**src/rtl/lsu_pkg.sv**
```systemverilog
// lsu_pkg: shared constants, FSM state type and width helpers for the LSU.
//   W8/W16/W32/W64 : one-hot access-width encodings
//   lsu_state_e    : request FSM states
//   wdt_norm       : maps any non-one-hot width onto W64
//   wdt_base       : width -> unshifted byte-strobe pattern
//   wdt_misalign   : width + byte offset -> natural-alignment violation
package lsu_pkg;

  localparam logic [3:0] W8  = 4'b0001;
  localparam logic [3:0] W16 = 4'b0010;
  localparam logic [3:0] W32 = 4'b0100;
  localparam logic [3:0] W64 = 4'b1000;

  typedef enum logic [1:0] {
    S_IDLE = 2'd0,
    S_REQ  = 2'd1,
    S_WAIT = 2'd2,
    S_RESP = 2'd3
  } lsu_state_e;

  function automatic logic [3:0] wdt_norm(input logic [3:0] w);
    case (w)
      W8, W16, W32, W64: return w;
      default:           return W64;
    endcase
  endfunction

  function automatic logic [7:0] wdt_base(input logic [3:0] w);
    case (w)
      W8:      return 8'h01;
      W16:     return 8'h03;
      W32:     return 8'h0F;
      default: return 8'hFF;
    endcase
  endfunction

  function automatic logic wdt_misalign(input logic [3:0] w, input logic [2:0] off);
    case (w)
      W8:      return 1'b0;
      W16:     return off[0];
      W32:     return |off[1:0];
      default: return |off;
    endcase
  endfunction

endpackage

```
**src/rtl/lsu_load_align.sv**
```systemverilog
// lsu_load_align: combinational load-data extractor.
//   i_rdata : raw aligned doubleword from memory
//   i_off   : byte offset of the access inside the doubleword
//   i_wdt   : one-hot access width (already normalised)
//   i_sext  : replicate the width's top bit instead of zero-filling
//   o_data  : extended result
module lsu_load_align
  import lsu_pkg::*;
#(
  parameter int XLEN = 64
) (
  input  logic [XLEN-1:0] i_rdata,
  input  logic [2:0]      i_off,
  input  logic [3:0]      i_wdt,
  input  logic            i_sext,
  output logic [XLEN-1:0] o_data
);

  logic [XLEN-1:0] w_sh;

  assign w_sh = i_rdata >> {i_off, 3'b000};

  always_comb begin
    o_data = w_sh;
    case (i_wdt)
      W8:      o_data = {{(XLEN-8){i_sext & w_sh[7]}},   w_sh[7:0]};
      W16:     o_data = {{(XLEN-16){i_sext & w_sh[15]}}, w_sh[15:0]};
      W32:     o_data = {{(XLEN-32){i_sext & w_sh[31]}}, w_sh[31:0]};
      default: o_data = w_sh;
    endcase
  end

endmodule

```
**src/rtl/lsu_req.sv**
```systemverilog
// lsu_req: load/store initiator on the doubleword data-memory port.
//   in_*       : one request per transaction from execute (valid/ready)
//   mem_req_*  : aligned request with byte strobes (valid/ready)
//   mem_resp_* : read data / write ack from memory (valid/ready)
//   out_*      : extended load data and misalign flag to write-back
// One transaction in flight: IDLE -> REQ -> WAIT -> RESP -> IDLE, with
// misaligned and no-op requests short-circuiting IDLE -> RESP.
// All mem_* and out_* values come from registers or the state decode.
module lsu_req
  import lsu_pkg::*;
#(
  parameter int XLEN = 64
) (
  input  logic            clk,
  input  logic            rst_n,
  input  logic            in_valid,
  output logic            in_ready,
  input  logic [XLEN-1:0] in_addr,
  input  logic [XLEN-1:0] in_wdata,
  input  logic            in_wen,
  input  logic            in_ren,
  input  logic [3:0]      in_wdt,
  input  logic            in_sext,
  output logic            mem_req_valid,
  input  logic            mem_req_ready,
  output logic [XLEN-1:0] mem_addr,
  output logic            mem_wen,
  output logic [XLEN-1:0] mem_wdata,
  output logic [7:0]      mem_wmask,
  input  logic            mem_resp_valid,
  input  logic [XLEN-1:0] mem_rdata,
  output logic            mem_resp_ready,
  output logic            out_valid,
  input  logic            out_ready,
  output logic [XLEN-1:0] out_rdata,
  output logic            out_misalign
);

  lsu_state_e      r_state, w_nxt;

  logic [XLEN-1:0] r_addr, r_wdata, r_rdata;
  logic [7:0]      r_wmask;
  logic            r_wen, r_ld, r_sext, r_mis;
  logic [2:0]      r_off;
  logic [3:0]      r_wdt;

  logic [3:0]      w_wdt;
  logic [2:0]      w_off;
  logic            w_mis, w_nop, w_acc, w_take;
  logic [XLEN-1:0] w_ld;

  assign w_wdt  = wdt_norm(in_wdt);
  assign w_off  = in_addr[2:0];
  assign w_mis  = wdt_misalign(w_wdt, w_off);
  assign w_nop  = ~in_wen & ~in_ren;
  assign w_acc  = (r_state == S_IDLE) & in_valid;
  assign w_take = (r_state == S_WAIT) & mem_resp_valid;

  // State register
  always_ff @(posedge clk or negedge rst_n) begin
    if (!rst_n) r_state <= S_IDLE;
    else        r_state <= w_nxt;
  end

  // Next state
  always_comb begin
    w_nxt = r_state;
    case (r_state)
      S_IDLE: if (in_valid)       w_nxt = (w_mis | w_nop) ? S_RESP : S_REQ;
      S_REQ:  if (mem_req_ready)  w_nxt = S_WAIT;
      S_WAIT: if (mem_resp_valid) w_nxt = S_RESP;
      S_RESP: if (out_ready)      w_nxt = S_IDLE;
      default:                    w_nxt = S_IDLE;
    endcase
  end

  // State-decoded handshake outputs
  always_comb begin
    in_ready       = (r_state == S_IDLE);
    mem_req_valid  = (r_state == S_REQ);
    mem_resp_ready = (r_state == S_WAIT);
    out_valid      = (r_state == S_RESP);
  end

  // Request/result datapath. Everything is captured at accept so the
  // request is stable through REQ; the result is cleared at accept so
  // stores, no-ops and misaligned accesses all report zero.
  always_ff @(posedge clk or negedge rst_n) begin
    if (!rst_n) begin
      r_addr  <= '0;
      r_wdata <= '0;
      r_wmask <= '0;
      r_wen   <= 1'b0;
      r_ld    <= 1'b0;
      r_sext  <= 1'b0;
      r_off   <= '0;
      r_wdt   <= W64;
      r_rdata <= '0;
      r_mis   <= 1'b0;
    end else if (w_acc) begin
      r_addr  <= {in_addr[XLEN-1:3], 3'b000};
      r_wdata <= in_wdata << {w_off, 3'b000};
      r_wmask <= in_wen ? (wdt_base(w_wdt) << w_off) : 8'h00;
      r_wen   <= in_wen & ~w_mis;
      // Store wins when both enables are set.
      r_ld    <= in_ren & ~in_wen;
      r_sext  <= in_sext;
      r_off   <= w_off;
      r_wdt   <= w_wdt;
      r_rdata <= '0;
      r_mis   <= w_mis;
    end else if (w_take) begin
      r_rdata <= r_ld ? w_ld : '0;
    end
  end

  lsu_load_align #(.XLEN(XLEN)) u_align (
    .i_rdata (mem_rdata),
    .i_off   (r_off),
    .i_wdt   (r_wdt),
    .i_sext  (r_sext),
    .o_data  (w_ld)
  );

  assign mem_addr     = r_addr;
  assign mem_wdata    = r_wdata;
  assign mem_wmask    = r_wmask;
  assign mem_wen      = r_wen;
  assign out_rdata    = r_rdata;
  assign out_misalign = r_mis;

endmodule

```
**config.mk**
```make
export PLATFORM = sky130hd
export DESIGN_NAME = lsu_req
export DESIGN_NICKNAME = d
export VERILOG_FILES = /design/src/rtl/lsu_pkg.sv /design/src/rtl/lsu_load_align.sv /design/src/rtl/lsu_req.sv
export SDC_FILE = /design/constraint.sdc
export NUM_CORES = 1
export LEC_CHECK = 0
export CORE_MARGIN = 2
export CORE_UTILIZATION = 40
export DETAILED_ROUTE_END_ITERATION = 8
export GPL_TIMING_DRIVEN = 1
export PLACE_DENSITY_LB_ADDON = 0.05
export SLEW_MARGIN = 20
export SYNTH_ARGS = -nofsm -noshare
export SYNTH_HDL_FRONTEND = slang
export SYNTH_SLANG_ARGS = --single-unit
```
**constraint.sdc**
```tcl
create_clock -name clk -period 4.7 [get_ports clk]
set_input_delay 0.94 -clock clk [delete_from_list [all_inputs] [get_ports clk]]
set_output_delay 0.94 -clock clk [all_outputs]
set_load 0.005 [all_outputs]
```
==> impl_metrics.csv, run 1 <==
group,metric,value,unit
drt,drt_first_iter_violations,977,
setup_path,worstReg2RegStart,"r_off[2]",
setup_path,setup.worst_path.start,"r_state[0]",
synthesis,netlist-cell-type-count,65,
placed_design,globalplace.congestion,0.954,
clock_network,cts_root_buf,"sky130_fd_sc_hd__clkbuf_16",
synthesis,yosysTopAreaCell,"sky130_fd_sc_hd__dfrtp_1",
synthesis,synthTopCellsByArea,"sky130_fd_sc_hd__dfrtp_1 46%, sky130_fd_sc_hd__nand2_1 11%, sky130_fd_sc_hd__mux2i_1 8.8%, sky130_fd_sc_hd__o21ai_0 4.9%, sky130_fd_sc_hd__mux4_2 3.1%",
synthesis,synth_common_cells,"342 x sky130_fd_sc_hd__nand2_1, 209 x sky130_fd_sc_hd__dfrtp_1, 113 x sky130_fd_sc_hd__o21ai_0",
synthesis,ys_async_sr_fraction,1.00,
synthesis,synth-main-ff-cell,"sky130_fd_sc_hd__dfrtp_1",
min_path,hold_class,"reg2reg",
status,outcome,"completed",
pwr,vdd.ir_drop.worst,0.000367,V
grt,grt_start_max_net_pins,127,
setup_path,worst_ep_required,3.76,ns
grt,first_global_vias,10472,
final_layout,post_route_cells_drive_above_1_share,0.0897,
drt,drt_wl_total,40300,um
grt,grt_pass1_wl,61700,um
final_layout,total_area_of_multi_input_combinational_cells,0.00578,mm2
setup_path,critical_path.max_fanout,7,
floorplanning,fp.dieH,173,um
min_path,hold_path.startpoint,"out_rdata[15]",
synthesis,postSynthCellCount,1226,
synthesis,synth_seq_area_share,0.458,
setup_path,reg2reg_setup_slack,1.86,ns
pwr,power.leakage,7.24,nW
setup_path,r2r.worst_path.cells,7,
floorplanning,start_util,0.404,
floorplanning,design.core.area,0.0285,mm2
drt,antenna_left,0,
grt,globalRouteTotalUtil,0.260,
floorplanning,dieWidth,173,um
placed_design,dp_hpwl,29500,um
setup_path,critical_register_to_register_path_endpoint,"out_rdata[56]",
grt,grt_remaining_overflow,0,
floorplanning,die_area,0.0301,mm2
clock_network,cts_buffers,26,
clock_network,clk_pin_slew,0.06,ns
drt,drtPass1Iterations,5,
clock_network,postCtsResizedCells,0,
setup_path,critPathArrivalTime,1.99,ns
synthesis,per_instance_average_area_after_synthesis,9.37,um2
setup_path,cp-start-kind,"flop",
sta,finalCritPeriodShare,0.624,
synthesis,number_of_synthesized_flops_with_an_enable_pin,0,
floorplanning,number_of_standard_cell_rows_in_the_floorplan,62,
clock_network,cts.repair_timing.setup_buffer_count,0,
clock_network,ctsHoldBuffers,0,
synthesis,most_frequent_cell_after_synthesis,"sky130_fd_sc_hd__nand2_1",
final_layout,nets,1789,
sta,fin_tns_setup,0,ns
flow_run,max_cap_violations,0,
final_layout,filler_cell_count_in_the_final_layout,2510,
sta,max_slew.worst_pin.slew,1.05,ns
pwr,power.density_cell_area,563,mW/mm2
drt,remaining_drc_errors,0,
sta,slew_headroom,0.297,
clock_network,cts-htree-levels,1,
final_layout,layout.area.seq,0.00526,mm2
synthesis,synth.top_cell.area_share,0.455,
setup_path,worstSetupEndpointType,"output port",
sta,final_max_slew_viol_count,0,
grt,grt_antenna_before_repair,1,
sta,count_of_final_hold_check_violations,0,
placed_design,placement.setup.worst_slack,1.38,ns
clock_network,clock_tree_from_tritoncts,"yes",
placed_design,place.port_buffers,407,
final_layout,area_growth,45.2,%
drt,route.vias.total,10663,
drt,detail_route.vias_per_cell,5.38,
setup_path,critical_path.endpoint,"in_ready",
sta,fin_skew,0.0124,ns
sta,layout_setup_ws,1.77,ns
drt,routed_wire_per_std_cell,20.3,um
clock_network,clkLatencyLatePin,0.52,ns
synthesis,mappedNetlistArea,0.0115,mm2
sta,achievable-frequency,0.341,GHz
min_path,whs_path_depth,2,
sta,rsz_0062_raised_after_global_routing,"no",
setup_path,critPathKind,"reg2out",
floorplanning,io-pin-count,411,
sta,setup_violations,0,
synthesis,synth.yosys.warnings,0,
sta,timing.final.crit_period,2.93,ns
clock_network,clock_sink_count,210,
synthesis,synth_seq_cells,210,
clock_network,clk_path_buf_depth,3,
[logic make-up after synthesis]
family | synth area share
AND/OR/NAND/NOR | 0.157
AO/OA/AOI/OAI | 0.197
flip-flops | 0.458
multiplexers | 0.139
buffers and inverters | 0.0428
adder cells (fa/ha/maj) | 0.00436
XOR/XNOR | 0.00153
other | 0.000326
[metal layers]
metal  track usage  vias to the layer above  wire length [um]
met5             0                        -                 0
met2         0.413                      441             18800
met4        0.0992                        0              1670
met3        0.0586                       82              3130
met1         0.349                     5090             16700
li1              -                     5050                 -
[state kept, by name, summed over array words and instances (netlist names)]
name and cells:
out_misalign 1, r_off 3, mem_wmask 8, r_ld 1, mem_addr 61, out_rdata 64, r_sext 1, mem_wen 1
mem_wdata 64, r_wdt 4, r_state 2
[report_power, final]
part | total (mW) | switching [mW] | internal, mW
clock network | 2.07 | 0.788 | 1.28
logic | 4.33 | 2.11 | 2.22
registers | 2.99 | 0.500 | 2.49
[placed cells by master (no fill, tap or decap), types with 8 or more instances in the layout]
cell type,n
sky130_fd_sc_hd__mux2_2,18
sky130_fd_sc_hd__a21oi_1,32
sky130_fd_sc_hd__and2_1,9
sky130_fd_sc_hd__mux4_2,16
sky130_fd_sc_hd__o21ai_2,24
sky130_fd_sc_hd__a211oi_1,38
sky130_fd_sc_hd__nor2_1,23
sky130_fd_sc_hd__mux2i_1,101
sky130_fd_sc_hd__o21a_1,8
sky130_fd_sc_hd__buf_4,20
sky130_fd_sc_hd__nand2_1,341
sky130_fd_sc_hd__o221ai_1,25
sky130_fd_sc_hd__dfrtp_1,207
sky130_fd_sc_hd__a31oi_1,8
sky130_fd_sc_hd__clkdlybuf4s50_1,403
sky130_fd_sc_hd__nor2b_1,22
sky130_fd_sc_hd__a22o_1,27
sky130_fd_sc_hd__clkbuf_16,26
sky130_fd_sc_hd__o21ai_0,113
sky130_fd_sc_hd__inv_1,10
sky130_fd_sc_hd__nand2b_1,8
[critical path, cell delays in order (launching register included)]
cell	delay [ns]
sky130_fd_sc_hd__dfrtp_1	0.41
sky130_fd_sc_hd__inv_1	0.11
sky130_fd_sc_hd__ha_1	0.34
sky130_fd_sc_hd__clkdlybuf4s50_1	0.62
[stage by stage]
| stage | hold WS [ns] | total power, mW | cell area [um2] | std cells | util |
|---|---|---|---|---|---|
| 6_report | 0.467 | 9.39 | 16700 | 1981 | 0.586 |
| 5_1_grt | 0.491 | 9.96 | 16700 | 1980 | 0.586 |
| 4_1_cts | 0.472 | 9.47 | 16700 | 1979 | 0.585 |
| 3_5_place_dp | 0.457 | 7.35 | 15800 | 1936 | 0.554 |
| 3_3_place_gp | 0.452 | 7.30 | 15800 | 1936 | 0.554 |
| 2_1_floorplan | 0.438 | 5.05 | 11500 | 1228 | - |
[area by class of cell]
class                           instances  area share
Timing Repair Buffer                  427       0.254
Multi-Input combinational cell        903       0.346
Tap cell                              384      0.0288
Inverter                               12     0.00270
Sequential cell                       210       0.315
Clock inverter                          7     0.00765
Clock buffer                           36      0.0455
Antenna cell                            2    0.000300
[worst min path at each step]
stage,slack (ns),to
floorplan,0.44,r_ld
global placement,0.45,r_ld
detailed placement,0.46,r_ld
CTS,0.47,r_ld
global route,0.49,mem_addr[28]
finish,0.47,out_rdata[15]
(Power assumes the default switching activity.)
==> inputs of run 2 (changes only) <==
==> constraint.sdc (replaced) <==
create_clock -name clk -period 2.6 [get_ports clk]
set_input_delay 0.52 -clock clk [delete_from_list [all_inputs] [get_ports clk]]
set_output_delay 0.52 -clock clk [all_outputs]
set_load 0.005 [all_outputs]
==> run 2 against run 1 <==
- setup slack got worse by 1.6 ns
- routed wire length rose by 1.4%
- combinational power rose by 92%
- flip-flop and latch count did not move
- design area rose by 2.6%
- die area did not move
- via count rose by 0.71%
- cell count rose by 2.3%
- first-iteration DRC count fell by 12%
==> impl_metrics.csv, run 2 (synthesis gave the netlist of run 1 again) <==
group,metric,value,unit
drt,drt_wl_total,40800,um
setup_path,critPathSlowestCell,"sky130_fd_sc_hd__mux4_2",
sta,finalCritPeriodShare,0.948,
final_layout,instances_no_fill,2026,
clock_network,cts_root_buf,"sky130_fd_sc_hd__clkbuf_16",
placed_design,postPlaceCellArea,0.0162,mm2
setup_path,critPathKind,"reg2reg",
final_layout,post_route_cells_drive_above_1_share,0.113,
grt,grt_start_max_net_pins,69,
final_layout,insertedDiodeCount,0,
sta,layout_setup_ws,0.134,ns
placed_design,globalplace.congestion,0.967,
placed_design,dp_hpwl,30700,um
final_layout,utilization,0.601,
final_layout,nets,1832,
clock_network,clk_path_buf_depth,3,
grt,first_global_vias,10759,
drt,routed_wire_per_std_cell,20.2,um
grt,grt_antenna_before_repair,0,
pwr,vdd.ir_drop.worst,0.000522,V
sta,final_max_slew_viol_count,0,
final_layout,area_growth,48.9,%
sta,timing.hold.ws,0.467,ns
sta,max_slew.worst_pin.slew,0.648,ns
drt,antenna_left,0,
sta,count_of_final_hold_check_violations,0,
pwr,power.leakage,7.49,nW
floorplanning,dieWidth,173,um
drt,route.vias.total,10739,
clock_network,cts-htree-levels,1,
sta,rsz_0062_raised_after_global_routing,"no",
final_layout,filler_cell_count_in_the_final_layout,2497,
grt,grt_pass1_wl,63300,um
min_path,hold_path.startpoint,"mem_wmask[0]",
floorplanning,io-pin-count,411,
final_layout,layout.area.seq,0.00526,mm2
sta,fin_tns_setup,0,ns
clock_network,clk_pin_slew,0.06,ns
final_layout,finish.instance_area,0.0171,mm2
flow_run,max_cap_violations,0,
pwr,p_total,17.3,mW
floorplanning,start_util,0.404,
sta,timing.final.crit_period,2.47,ns
drt,drtPass1Iterations,5,
min_path,hold_class,"reg2reg",
clock_network,clkLatencyLatePin,0.53,ns
drt,detail_route.vias_per_cell,5.30,
final_layout,layout_commonest_cell,"sky130_fd_sc_hd__clkdlybuf4s50_1",
setup_path,worst_ep_required,3.01,ns
final_layout,most_frequent_cells_in_the_layout,"403 x sky130_fd_sc_hd__clkdlybuf4s50_1, 341 x sky130_fd_sc_hd__nand2_1, 207 x sky130_fd_sc_hd__dfrtp_1",
sta,setup_violations,0,
drt,drt_first_iter_violations,861,
setup_path,worstSetupEndpointType,"flop",
placed_design,placed_cells_incl_taps,1978,
placed_design,placement.setup.worst_slack,-0.251,ns
clock_network,clock_tree_from_tritoncts,"yes",
floorplanning,fp.dieH,173,um
grt,grt_remaining_overflow,0,
setup_path,worstReg2RegStart,"r_off[1]",
setup_path,crit_chain,"mux2_1 > mux4_2 > and4_4 > nor4_4 > buf_12 > o21ai_2",
setup_path,critPathTopFamily,"multiplexers",
grt,globalRouteTotalUtil,0.266,
setup_path,critPathArrivalTime,2.88,ns
setup_path,slowest_delay,0.53,ns
clock_network,clock_sink_count,210,
pwr,power.density_cell_area,1010,mW/mm2
floorplanning,design.core.area,0.0285,mm2
sta,fin_skew,0.00646,ns
clock_network,cts_buffers,26,
sta,achievable-frequency,0.406,GHz
floorplanning,die_area,0.0301,mm2
drt,remaining_drc_errors,0,
setup_path,cp-start-kind,"flop",
status,outcome,"completed",
final_layout,total_area_of_multi_input_combinational_cells,0.00577,mm2
placed_design,place.port_buffers,407,
setup_path,setup.worst_path.start,"r_off[1]",
sta,slew_headroom,0.567,
floorplanning,number_of_standard_cell_rows_in_the_floorplan,62,
setup_path,critical_path.max_fanout,17,
setup_path,worst-path-buf-inv,1,
run 2: timing repair:
item	CTS	global route
buffers inserted	0	0
hold buffers	1	0
endpoints found under the hold margin	61	0
gates resized for setup	0	1
endpoints found under the setup margin	0	1
run 2: power by group:
part	internal (mW)	leakage [nW]	switching, mW	total [mW]
registers	4.50	2.74	0.798	5.30
logic	4.29	4.31	4.03	8.32
clock network	2.23	0.433	1.41	3.64
run 2: metal layers:
layer / GRT usage / wire length, um / up-vias
met5: 0 / 0 / -
met3: 0.0614 / 2960 / 73
met1: 0.344 / 16900 / 5116
met4: 0.0915 / 1410 / 0
met2: 0.441 / 19500 / 416
li1: - / - / 5134
run 2: worst register-to-register path: cells and delay by family (launching register included):
family / cells / cell delay (ns)
mux: 2 / 0.92
simple gates: 2 / 0.59
flops: 1 / 0.51
buf+inv: 1 / 0.24
compound gates: 1 / 0.09
run 2: final cells by class:
class | instances | share of cell area
Multi-Input combinational cell | 903 | 0.337
Sequential cell | 210 | 0.307
Timing Repair Buffer | 470 | 0.274
Clock buffer | 39 | 0.0450
Tap cell | 384 | 0.0281
Clock inverter | 8 | 0.00592
Inverter | 12 | 0.00263
run 2: worst paths after layout:
check | slack (ns) | depth (start not counted) | endpoint
worst min-delay path | 0.47 | 2 | mem_wmask[0]
min in group asynchronous | 0.54 | 2 | out_rdata[5]
max in group asynchronous | 1.31 | 3 | mem_addr[50]
worst max-delay path | 0.13 | 6 | out_rdata[33]
worst max register to register | 0.13 | 6 | out_rdata[33]
worst min register to register | 0.47 | 2 | mem_wmask[0]
